===== config.mk =====
export PLATFORM = sky130hd
export DESIGN_NAME = imem_loader_flat
export DESIGN_NICKNAME = d
export VERILOG_FILES = /design/src/rtl/imem_loader_if.sv /design/src/rtl/imem_loader.sv /design/src/flat_wrapper.sv
export SDC_FILE = /design/constraint.sdc
export NUM_CORES = 1
export LEC_CHECK = 0
export CAP_MARGIN = 20
export CORE_UTILIZATION = 39
export DETAILED_ROUTE_END_ITERATION = 12
export PLACE_DENSITY_LB_ADDON = 0.05
export SLEW_MARGIN = 20
export SYNTH_ARGS = -nofsm -noshare
export SYNTH_HDL_FRONTEND = slang
export SYNTH_SLANG_ARGS = --single-unit

===== constraint.sdc =====
create_clock -name clk -period 10.6 [get_ports clk]
set_clock_uncertainty 0.2 [all_clocks]
set_input_delay 2.12 -clock clk [delete_from_list [all_inputs] [get_ports clk]]
set_output_delay 2.12 -clock clk [all_outputs]
set_load 0.03 [all_outputs]

===== src/rtl/imem_loader_if.sv =====
// ============================================================================
// Module      : imem_loader_if
// Description : Byte-stream, memory-write and status bundle for imem_loader.
// Revision    : 1.0  initial release
// ============================================================================
`default_nettype none

interface imem_loader_if;
    logic        start;
    logic        in_valid;
    logic [7:0]  in_data;
    logic        in_ready;
    logic        mem_we;
    logic [31:0] mem_addr;
    logic [31:0] mem_wdata;
    logic        mem_ready;
    logic        cpu_hold;
    logic        done;
    logic        error;
    logic [31:0] checksum;

    // Stimulus / host side: drives the byte stream and the memory handshake.
    modport master (
        output start, in_valid, in_data, mem_ready,
        input  in_ready, mem_we, mem_addr, mem_wdata, cpu_hold, done, error, checksum
    );

    // Loader side.
    modport slave (
        input  start, in_valid, in_data, mem_ready,
        output in_ready, mem_we, mem_addr, mem_wdata, cpu_hold, done, error, checksum
    );
endinterface

`default_nettype wire


===== src/rtl/imem_loader.sv =====
// ============================================================================
// Module      : imem_loader
// Description : Assembles a length-prefixed LE byte stream into 32-bit words and
//               writes them sequentially into instruction memory from BASE_ADDR.
// Revision    : 1.0  initial release
// ============================================================================
`default_nettype none

module imem_loader #(
    parameter int unsigned WORDS     = 4096,
    parameter logic [31:0] BASE_ADDR = 32'h0000_0000
) (
    input  wire logic   clk,
    input  wire logic   rst_n,
    imem_loader_if.slave bus
);

    localparam logic [2:0] S_IDLE  = 3'd0;
    localparam logic [2:0] S_LEN   = 3'd1;
    localparam logic [2:0] S_DATA  = 3'd2;
    localparam logic [2:0] S_WRITE = 3'd3;
    localparam logic [2:0] S_DONE  = 3'd4;
    localparam logic [2:0] S_ERR   = 3'd5;

    localparam logic [31:0] c_words = 32'(WORDS);

    logic [2:0]  state_q, state_d;
    logic [1:0]  bcnt_q;
    logic [31:0] n_q;
    logic [31:0] idx_q;
    logic [31:0] word_q;
    logic [31:0] addr_q;
    logic [31:0] csum_q;

    logic        ready_dec, we_dec, hold_dec, done_dec, err_dec;
    logic        start_ok, byte_fire, wr_fire, last_byte;
    logic [31:0] n_full, idx_inc;

    assign start_ok  = bus.start & ((state_q == S_IDLE) | (state_q == S_DONE) | (state_q == S_ERR));
    assign byte_fire = bus.in_valid & ready_dec;
    assign wr_fire   = we_dec & bus.mem_ready;
    assign last_byte = byte_fire & (bcnt_q == 2'd3);
    // Length as it will be once the current (4th) byte lands.
    assign n_full    = {bus.in_data, n_q[23:0]};
    assign idx_inc   = idx_q + 32'd1;

    always_ff @(posedge clk) begin
        if (!rst_n) begin
            state_q <= S_IDLE;
        end else begin
            state_q <= state_d;
        end
    end

    always_comb begin
        state_d = state_q;
        case (state_q)
            S_IDLE, S_DONE, S_ERR: begin
                if (bus.start) state_d = S_LEN;
            end
            S_LEN: begin
                if (last_byte) begin
                    if (n_full == 32'd0)        state_d = S_DONE;
                    else if (n_full > c_words)  state_d = S_ERR;
                    else                        state_d = S_DATA;
                end
            end
            S_DATA: begin
                if (last_byte) state_d = S_WRITE;
            end
            S_WRITE: begin
                if (bus.mem_ready) state_d = (idx_inc == n_q) ? S_DONE : S_DATA;
            end
            default: state_d = S_IDLE;
        endcase
    end

    always_comb begin
        ready_dec = 1'b0;
        we_dec    = 1'b0;
        hold_dec  = 1'b0;
        done_dec  = 1'b0;
        err_dec   = 1'b0;
        case (state_q)
            S_LEN, S_DATA: begin
                ready_dec = 1'b1;
                hold_dec  = 1'b1;
            end
            S_WRITE: begin
                we_dec   = 1'b1;
                hold_dec = 1'b1;
            end
            S_DONE:  done_dec = 1'b1;
            S_ERR:   err_dec  = 1'b1;
            default: ;
        endcase
    end

    // The word register doubles as mem_wdata; it cannot change in WRITE since no
    // bytes are accepted there.
    always_ff @(posedge clk) begin
        if (!rst_n) begin
            bcnt_q <= 2'd0;
            n_q    <= 32'd0;
            idx_q  <= 32'd0;
            word_q <= 32'd0;
            addr_q <= BASE_ADDR;
            csum_q <= 32'd0;
        end else begin
            if (start_ok) begin
                bcnt_q <= 2'd0;
                n_q    <= 32'd0;
                idx_q  <= 32'd0;
                addr_q <= BASE_ADDR;
                csum_q <= 32'd0;
            end
            if (byte_fire) begin
                bcnt_q <= bcnt_q + 2'd1;
                if (state_q == S_LEN) begin
                    n_q[8*bcnt_q +: 8] <= bus.in_data;
                end else begin
                    word_q[8*bcnt_q +: 8] <= bus.in_data;
                end
            end
            if (wr_fire) begin
                csum_q <= csum_q + word_q;
                idx_q  <= idx_inc;
                addr_q <= addr_q + 32'd4;
            end
        end
    end

    assign bus.in_ready  = ready_dec;
    assign bus.mem_we    = we_dec;
    assign bus.mem_addr  = addr_q;
    assign bus.mem_wdata = word_q;
    assign bus.cpu_hold  = hold_dec;
    assign bus.done      = done_dec;
    assign bus.error     = err_dec;
    assign bus.checksum  = csum_q;

endmodule

`default_nettype wire


===== src/flat_wrapper.sv =====
// flat-port wrapper written by rule: the top's interface ports become plain ports
module imem_loader_flat 
#(
    parameter int unsigned WORDS     = 4096,
    parameter logic [31:0] BASE_ADDR = 32'h0000_0000
)
  (clk, rst_n, bus_start, bus_in_valid, bus_in_data, bus_mem_ready, bus_in_ready, bus_mem_we, bus_mem_addr, bus_mem_wdata, bus_cpu_hold, bus_done, bus_error, bus_checksum);
  imem_loader_if bus_i ();
  input  wire logic clk;
  input  wire logic rst_n;
  input wire logic [$bits(bus_i.start)-1:0] bus_start;
  input wire logic [$bits(bus_i.in_valid)-1:0] bus_in_valid;
  input wire logic [$bits(bus_i.in_data)-1:0] bus_in_data;
  input wire logic [$bits(bus_i.mem_ready)-1:0] bus_mem_ready;
  output wire logic [$bits(bus_i.in_ready)-1:0] bus_in_ready;
  output wire logic [$bits(bus_i.mem_we)-1:0] bus_mem_we;
  output wire logic [$bits(bus_i.mem_addr)-1:0] bus_mem_addr;
  output wire logic [$bits(bus_i.mem_wdata)-1:0] bus_mem_wdata;
  output wire logic [$bits(bus_i.cpu_hold)-1:0] bus_cpu_hold;
  output wire logic [$bits(bus_i.done)-1:0] bus_done;
  output wire logic [$bits(bus_i.error)-1:0] bus_error;
  output wire logic [$bits(bus_i.checksum)-1:0] bus_checksum;
  assign bus_i.start = bus_start;
  assign bus_i.in_valid = bus_in_valid;
  assign bus_i.in_data = bus_in_data;
  assign bus_i.mem_ready = bus_mem_ready;
  assign bus_in_ready = bus_i.in_ready;
  assign bus_mem_we = bus_i.mem_we;
  assign bus_mem_addr = bus_i.mem_addr;
  assign bus_mem_wdata = bus_i.mem_wdata;
  assign bus_cpu_hold = bus_i.cpu_hold;
  assign bus_done = bus_i.done;
  assign bus_error = bus_i.error;
  assign bus_checksum = bus_i.checksum;
  imem_loader #(.WORDS(WORDS), .BASE_ADDR(BASE_ADDR)) u_core (.clk(clk), .rst_n(rst_n), .bus(bus_i));
endmodule

==> summary.md, run 1 <==
| Metric | Value |
|---|---|
| Max FO, Critical Path | `41` |
| Syn_area_per_cell | `about 8.1 um^2` |
| P_sw | `roughly 370 uW` |
| Comb pwr share | `roughly 7.2%` |
| Die area | `approximately 25000 um^2` |
| Sum Neg Setup Slack | `0 ps` |
| Synth Flop Type | `dfxtp_1` |
| CTS tree | `built` |
| Worst Setup EP | `u_core.bus.mem_addr[30]` |
| Internal power | `around 1000 uW` |
| Die W | `159 um` |
| Clock Latency Late Sink | `~440 ps` |
| Final period util | `between 40% and 50%` |
| GP Congestion | `roughly 0.84` |
| First-pass GRT wire length | `approximately 45 mm` |
| Outcome | `completed` |
| Initial DRC count | `between 400 and 500` |
| Hold Slack | `about 290 ps` |
| Layout Nets | `approximately 1300` |
| #FFs+latches synth | `163` |
| Hold_buf cts | `0` |
| Post-synth top cells | `dfxtp_1, nand2_1, nor2b_1, nand3_1, a22oi_1` |
| Post-CTS setup buffer count | `0` |
| Routed Antenna Nets | `0` |
| Drt pass-1 iters | `5` |
| Layout cells sized above 1 | `under 10%` |
| H-tree depth | `4` |
| Initial core utilization | `39.8%` |
| Sink Count | `~160` |
| Post-synth ARST share | `0%` |
| WP data required | `between 10000 and 15000 ps` |
| Final setup vio count | `0` |
| Critical path class | `input port to flop` |
| Area grow syn2layout | `19.5%` |
| Placed Cells incl. Taps | `approximately 1600` |
| DRC | `0` |
| Post-synth top area share | `33.7%` |
| Initial antenna violation count | `1` |
| Fin cells | `between 1500 and 2000` |
| Max Buffers Root-to-Sink | `2` |
| Ports | `around 110` |
| Routed length per placed instance | `~17 um` |
| Sequential fraction of design power | `between 40% and 50%` |
| Hold Fails Final Rpt | `0` |
| Worst vdd ir | `0.0927 mV` |
| CP Launch Point | `bus_mem_ready` |
| Yosys Warn Count | `0` |
| Hpwl dp | `about 19 mm` |
| DR vias | `just under 9000` |
| Arrival time of the worst setup path | `5250 ps` |
| RSZ-0062 raised after global routing | `false` |
| Main area contributors after synthesis | `dfxtp_1, nor2b_1, a22oi_1` |
| Fin area | `about 12000 um^2` |
| Worst Hold Class | `flop to flop` |
| Worst Reg-to-Reg Cells | `10` |
| Core box area | `approximately 24000 um^2` |
| FP Rows | `57` |
| Grt total ovfl | `0` |
| Worst-path clk slew | `~80 ps` |
| Post-synth EDFFs | `0` |
| Largest net degree at the start of global routing | `~100` |
| Slew Viols, Final | `0` |
| Mapped Area | `9670 um^2` |
| Max-slew headroom | `31.4%` |
| Clk pwr share | `a little under half` |
| Reg2Reg Setup Slack | `just under 7000 ps` |
| FMAX | `around 200 MHz` |
| Sw Share | `a little over a quarter` |
| Worst-margin pin slew | `a little over 1000 ps` |
| Drt total wl | `27.4 mm` |
| Synth unique cells | `between 60 and 70` |
| RR Startpoint | `u_core.state_q[0]` |
| Max-cap violation count | `0` |
| Number of global-route vias before repair | `~8500` |
| CTS Root Cell | `clkbuf_16` |
| Placed instance area | `10900 um^2` |
| CP Capture Type | `flop` |
| PwrDens | `approximately 120 nW/um^2` |
| Input/output buffers | `111` |
| Final min period | `between 5000 and 6000 ps` |
| Crit start category | `input port` |
| Total GRT Usage | `a little over a fifth` |
| Area leader, netlist | `dfxtp_1` |
| Most numerous cell in the Yosys netlist | `dfxtp_1` |
| CTS Buf Count | `17` |
| Post-Synthesis Cells | `approximately 1200` |
| Die Ht | `between 150 and 200 um` |
| Reg-to-Reg End | `u_core.bus.mem_addr[30]` |
| Post-CTS Resized | `0` |
| Seq/Total Area, Yosys | `33.7%` |
| Post-DR vias/cell | `~5.5` |
| P_leak | `4.19 nW` |
-- power groups by stage --
stage	Sequential [mW]	Combinational [mW]	Clock (mW)
6_report	0.621	0.0975	0.638
5_1_grt	0.622	0.107	0.682
4_1_cts	0.621	0.0990	0.654
3_5_place_dp	0.636	0.0986	0
3_3_place_gp	0.636	0.0985	0
2_1_floorplan	0.632	0.0694	0
-- placed cells by master, fill, tap and decap left out, drive strengths merged, types with 14 or more instances in the layout --
master	n
clkdlybuf4s50	110
o21ai	63
clkbuf	18
xnor2	48
a22oi	68
inv	24
and2	44
xor2	25
a21o	18
dfxtp	163
a21oi	55
nand2	108
nor4	18
nand3	75
nor2b	90
ha	38
nor2	51
nor3	29
nand4	21
a21boi	40
and3	19
o211ai	14
-- worst min path at each step --
stage | startpoint | end | slack [ps] | depth (start not counted)
5_1_grt | u_core.bus.mem_wdata[28] | u_core.bus.mem_wdata[28] | 330 | 2
4_1_cts | u_core.idx_q[28] | u_core.idx_q[28] | 300 | 2
3_3_place_gp | u_core.idx_q[28] | u_core.idx_q[28] | 290 | 2
6_report | u_core.idx_q[28] | u_core.idx_q[28] | 290 | 2
3_5_place_dp | u_core.idx_q[28] | u_core.idx_q[28] | 290 | 2
2_1_floorplan | u_core.idx_q[28] | u_core.idx_q[28] | 270 | 2
-- worst max-delay path, cell delays in order --
cell and delay [ps]:
clkdlybuf4s50_1 510, and3_2 550, buf_4 560, and3_1 310
nand3_1 260, or2_2 420, nor2_1 150, nand2_1 80
mux2i_1 110, and2_1 150
-- per-layer routing --
layer | track usage [%] | routed length, um | up-vias
li1 | - | - | 4455
met1 | 29.7 | 13000 | 4089
met2 | 35.5 | 12600 | 174
met3 | 3.86 | 1270 | 34
met4 | 6.34 | 472 | 0
met5 | 0 | 0 | -
-- state kept, by name, summed over array words and instances, names as in the netlist --
name and flops:
u_core.bus.checksum 32, u_core.bcnt_q 2, u_core.bus.mem_wdata 32, u_core.bus.mem_addr 30
u_core.state_q 3, u_core.n_q 32, u_core.idx_q 32
-- metrics by stage --
step / util, % / setup slack, ps / power, mW
after detailed placement: 45.0 / 4980 / 0.734
final: 47.5 / 5490 / 1.36
after CTS: 47.5 / 5460 / 1.37
after global placement: 45.0 / 4990 / 0.734
after floorplan: - / 6770 / 0.701
after global routing: 47.5 / 5270 / 1.41
-- area by class of cell --
cell class	count	area (um^2)
clock buffers	18	439
repair buffers	118	1160
flip-flops and latches	163	3260
multi-input cells	944	6070
inverters	15	56.3
diodes	1	2.50
well taps	324	405
fillers	2421	12800
clock inverters	14	160
-- logic make-up (layout without fill, tap and decap cells) --
| kind of cell | Yosys count | count (layout) | synth area share, % |
|---|---|---|---|
| simple gates | 503 | 503 | 27.8 |
| compound gates | 312 | 312 | 21.4 |
| flops | 163 | 163 | 33.7 |
| buf+inv | 91 | 165 | 3.74 |
| xor+xnor | 73 | 73 | 6.61 |
| fa+ha+maj | 39 | 39 | 5.12 |
| mux | 15 | 15 | 1.59 |
| other cells | 1 | 3 | 0.0388 |
Note: power is estimated with default switching activity, not from simulation.
==> run 2, diff against run 1 <==
clock period = 4.2 ns   (was 10.6 ns; I/O delays follow)
==> run 2 against run 1 <==
Compared with the run above: critical path depth up 1; sequential power rose to 2.5 times the previous value; flip-flop and latch count unchanged; setup slack worse by 4900 ps; clock power up 130%; first-iteration DRC count up 27%; global-route usage down 0.31 points; via count about the same; total power up 140%; clock-buffer cell count up 2; hold slack better by 7.9 ps; register-to-register slack worse by 6100 ps; critical endpoint is now u_core.state_q[2].
==> summary.md, run 2 (synthesis results as in run 1) <==
| Metric | Value |
|---|---|
| Worst vdd ir | `0.208 mV (+120%)` |
| Critical path class | `flop to flop` |
| Storage element area | `3260 um^2 (unchanged)` |
| Post-CTS setup buffer count | `0 (unchanged)` |
| Worst-path clk slew | `60 ps (-20 ps)` |
| Post-CTS Resized | `0 (unchanged)` |
| CTS Buf Count | `17 (unchanged)` |
| Worst Hold Class | `flop to flop` |
| Outcome | `completed` |
| RR Startpoint | `u_core.idx_q[0]` |
| Final setup vio count | `0 (unchanged)` |
| Initial antenna violation count | `1 (unchanged)` |
| Hold path startpoint | `u_core.bus.mem_wdata[28]` |
| GP Congestion | `0.861 (+2.9%)` |
| PwrDens | `285 nW/um^2 (+140%)` |
| P_leak | `4.23 nW (+1.1%)` |
| Initial DRC count | `552 (+27%)` |
| FMAX | `about 280 MHz` |
| H-tree depth | `4 (unchanged)` |
| Commonest non-fill, non-tap cell in the layout | `dfxtp_1` |
| Hold Path Stages | `2 (unchanged)` |
| RSZ-0062 raised after global routing | `false` |
| Max-cap violation count | `0 (unchanged)` |
| Worst-margin pin slew | `881 ps (-146 ps)` |
| Multi-input gate area | `6060 um^2 (about the same)` |
| Fin cells | `1611 (+0.88%)` |
| Final min period | `around 3600 ps` |
| Placed instance area | `11100 um^2 (+1.1%)` |
| Initial core utilization | `39.8% (unchanged)` |
| Largest net degree at the start of global routing | `96 (-6.8%)` |
| Die Ht | `159 um (unchanged)` |
| Post-DR vias/cell | `5.43 (-0.85%)` |
| Routed length per placed instance | `17.0 um (-0.77%)` |
| CTS Root Cell | `clkbuf_16` |
| Slew Viols, Final | `0 (unchanged)` |
| Clock Latency Late Sink | `430 ps (about the same)` |
| DRC | `0 (unchanged)` |
| Hpwl dp | `19.1 mm (+1.3%)` |
| Max Buffers Root-to-Sink | `2 (unchanged)` |
| WP data required | `4350 ps (-6390 ps)` |
| Routed Antenna Nets | `0 (unchanged)` |
| Placed Cells incl. Taps | `1578 (+0.90%)` |
| Total GRT Usage | `21.6% (-0.31 points)` |
| Crit start category | `flop` |
| Sink Count | `163 (unchanged)` |
| Max FO, Critical Path | `7 (-83%)` |
| Number of global-route vias before repair | `8141 (-4.1%)` |
| Reg2Reg Setup Slack | `630 ps (-6110 ps)` |
| Hold_buf cts | `0 (unchanged)` |
| Drt pass-1 iters | `7 (+2)` |
| CTS tree | `built` |
| Most frequent cells in the layout | `dfxtp_1, clkdlybuf4s50_1, nand2_1` |
| Core box area | `24300 um^2 (unchanged)` |
| Arrival time of the worst setup path | `3720 ps (-1530 ps)` |
| Hold Fails Final Rpt | `0 (unchanged)` |
| Ports | `114 (unchanged)` |
| First-pass GRT wire length | `44.4 mm (-1.6%)` |
| Area grow syn2layout | `20.1%` |
| CP Capture Type | `flop` |
| Drt total wl | `27.4 mm (+0.10%)` |
| Layout Nets | `1325 (+1.1%)` |
| Worst Hold End | `u_core.bus.mem_wdata[28]` |
| Sum Neg Setup Slack | `0 ps (unchanged)` |
| Final period util | `84.9%` |
| Worst Reg-to-Reg Cells | `11 (+1)` |
| Input/output buffers | `111 (unchanged)` |
| Die area | `25400 um^2 (unchanged)` |
| Grt total ovfl | `0 (unchanged)` |
| DR vias | `8754 (+0.023%)` |
| Layout cells sized above 1 | `5.13% (+0.81 points)` |
| Max-slew headroom | `40.8% (+9.4 points)` |
| Reg-to-Reg End | `u_core.state_q[2]` |
| FP Rows | `57 (unchanged)` |
| Filler Cell Count | `2441 (+0.83%)` |
| Die W | `159 um (unchanged)` |
| Fin area | `11600 um^2 (+0.52%)` |
## run 2: routing by layer
layer	GRT usage (%)	vias up	part of all wire, %
met3	3.88	19	4.1
li1	-	4466	-
met2	34.3	166	46
met1	30.4	4103	50
met4	4.46	0	0.72
met5	0	-	0
## run 2: where the power goes
part | switching, mW | total, mW | internal (mW)
Combinational | 0.171 | 0.260 | 0.0896
Clock | 0.692 | 1.48 | 0.786
Sequential | 0.0161 | 1.57 | 1.55
## run 2: worst max-delay path by stage
stage	startpoint	endpoint	slack [ps]
global route	u_core.idx_q[5]	u_core.state_q[2]	370
global placement	u_core.idx_q[0]	u_core.state_q[2]	730
CTS	u_core.idx_q[0]	u_core.state_q[2]	630
detailed placement	u_core.idx_q[0]	u_core.state_q[2]	660
floorplan	u_core.idx_q[0]	u_core.state_q[2]	860
finish	u_core.idx_q[0]	u_core.state_q[2]	630
## run 2: final cells by class
class                   count  area share, %
flip-flops and latches    163           28.1
repair buffers            132           11.0
clock inverters            12          0.862
multi-input cells         944           52.2
diodes                      1         0.0215
clock buffers              20           3.85
inverters                  15          0.485
well taps                 324           3.49
## run 2: worst max-delay path: stages, from the launching register on
cell      delay [ps]
dfxtp_1          430
ha_1             300
nand4_2          200
or4_1            690
nor4_1           270
buf_4            200
xnor2_1          110
nand2_1           60
or4_1            530
nor4_2           280
nand2_1           90
a21boi_1         150
## run 2: stage by stage
stage	setup slack (ps)	hold slack [ps]	power (mW)	utilization, %
3_3_place_gp	728	283	1.87	45.5
3_5_place_dp	658	292	1.87	45.5
5_1_grt	366	325	3.44	47.7
4_1_cts	628	303	3.35	47.7
6_report	633	303	3.31	47.8
2_1_floorplan	859	266	1.77	-
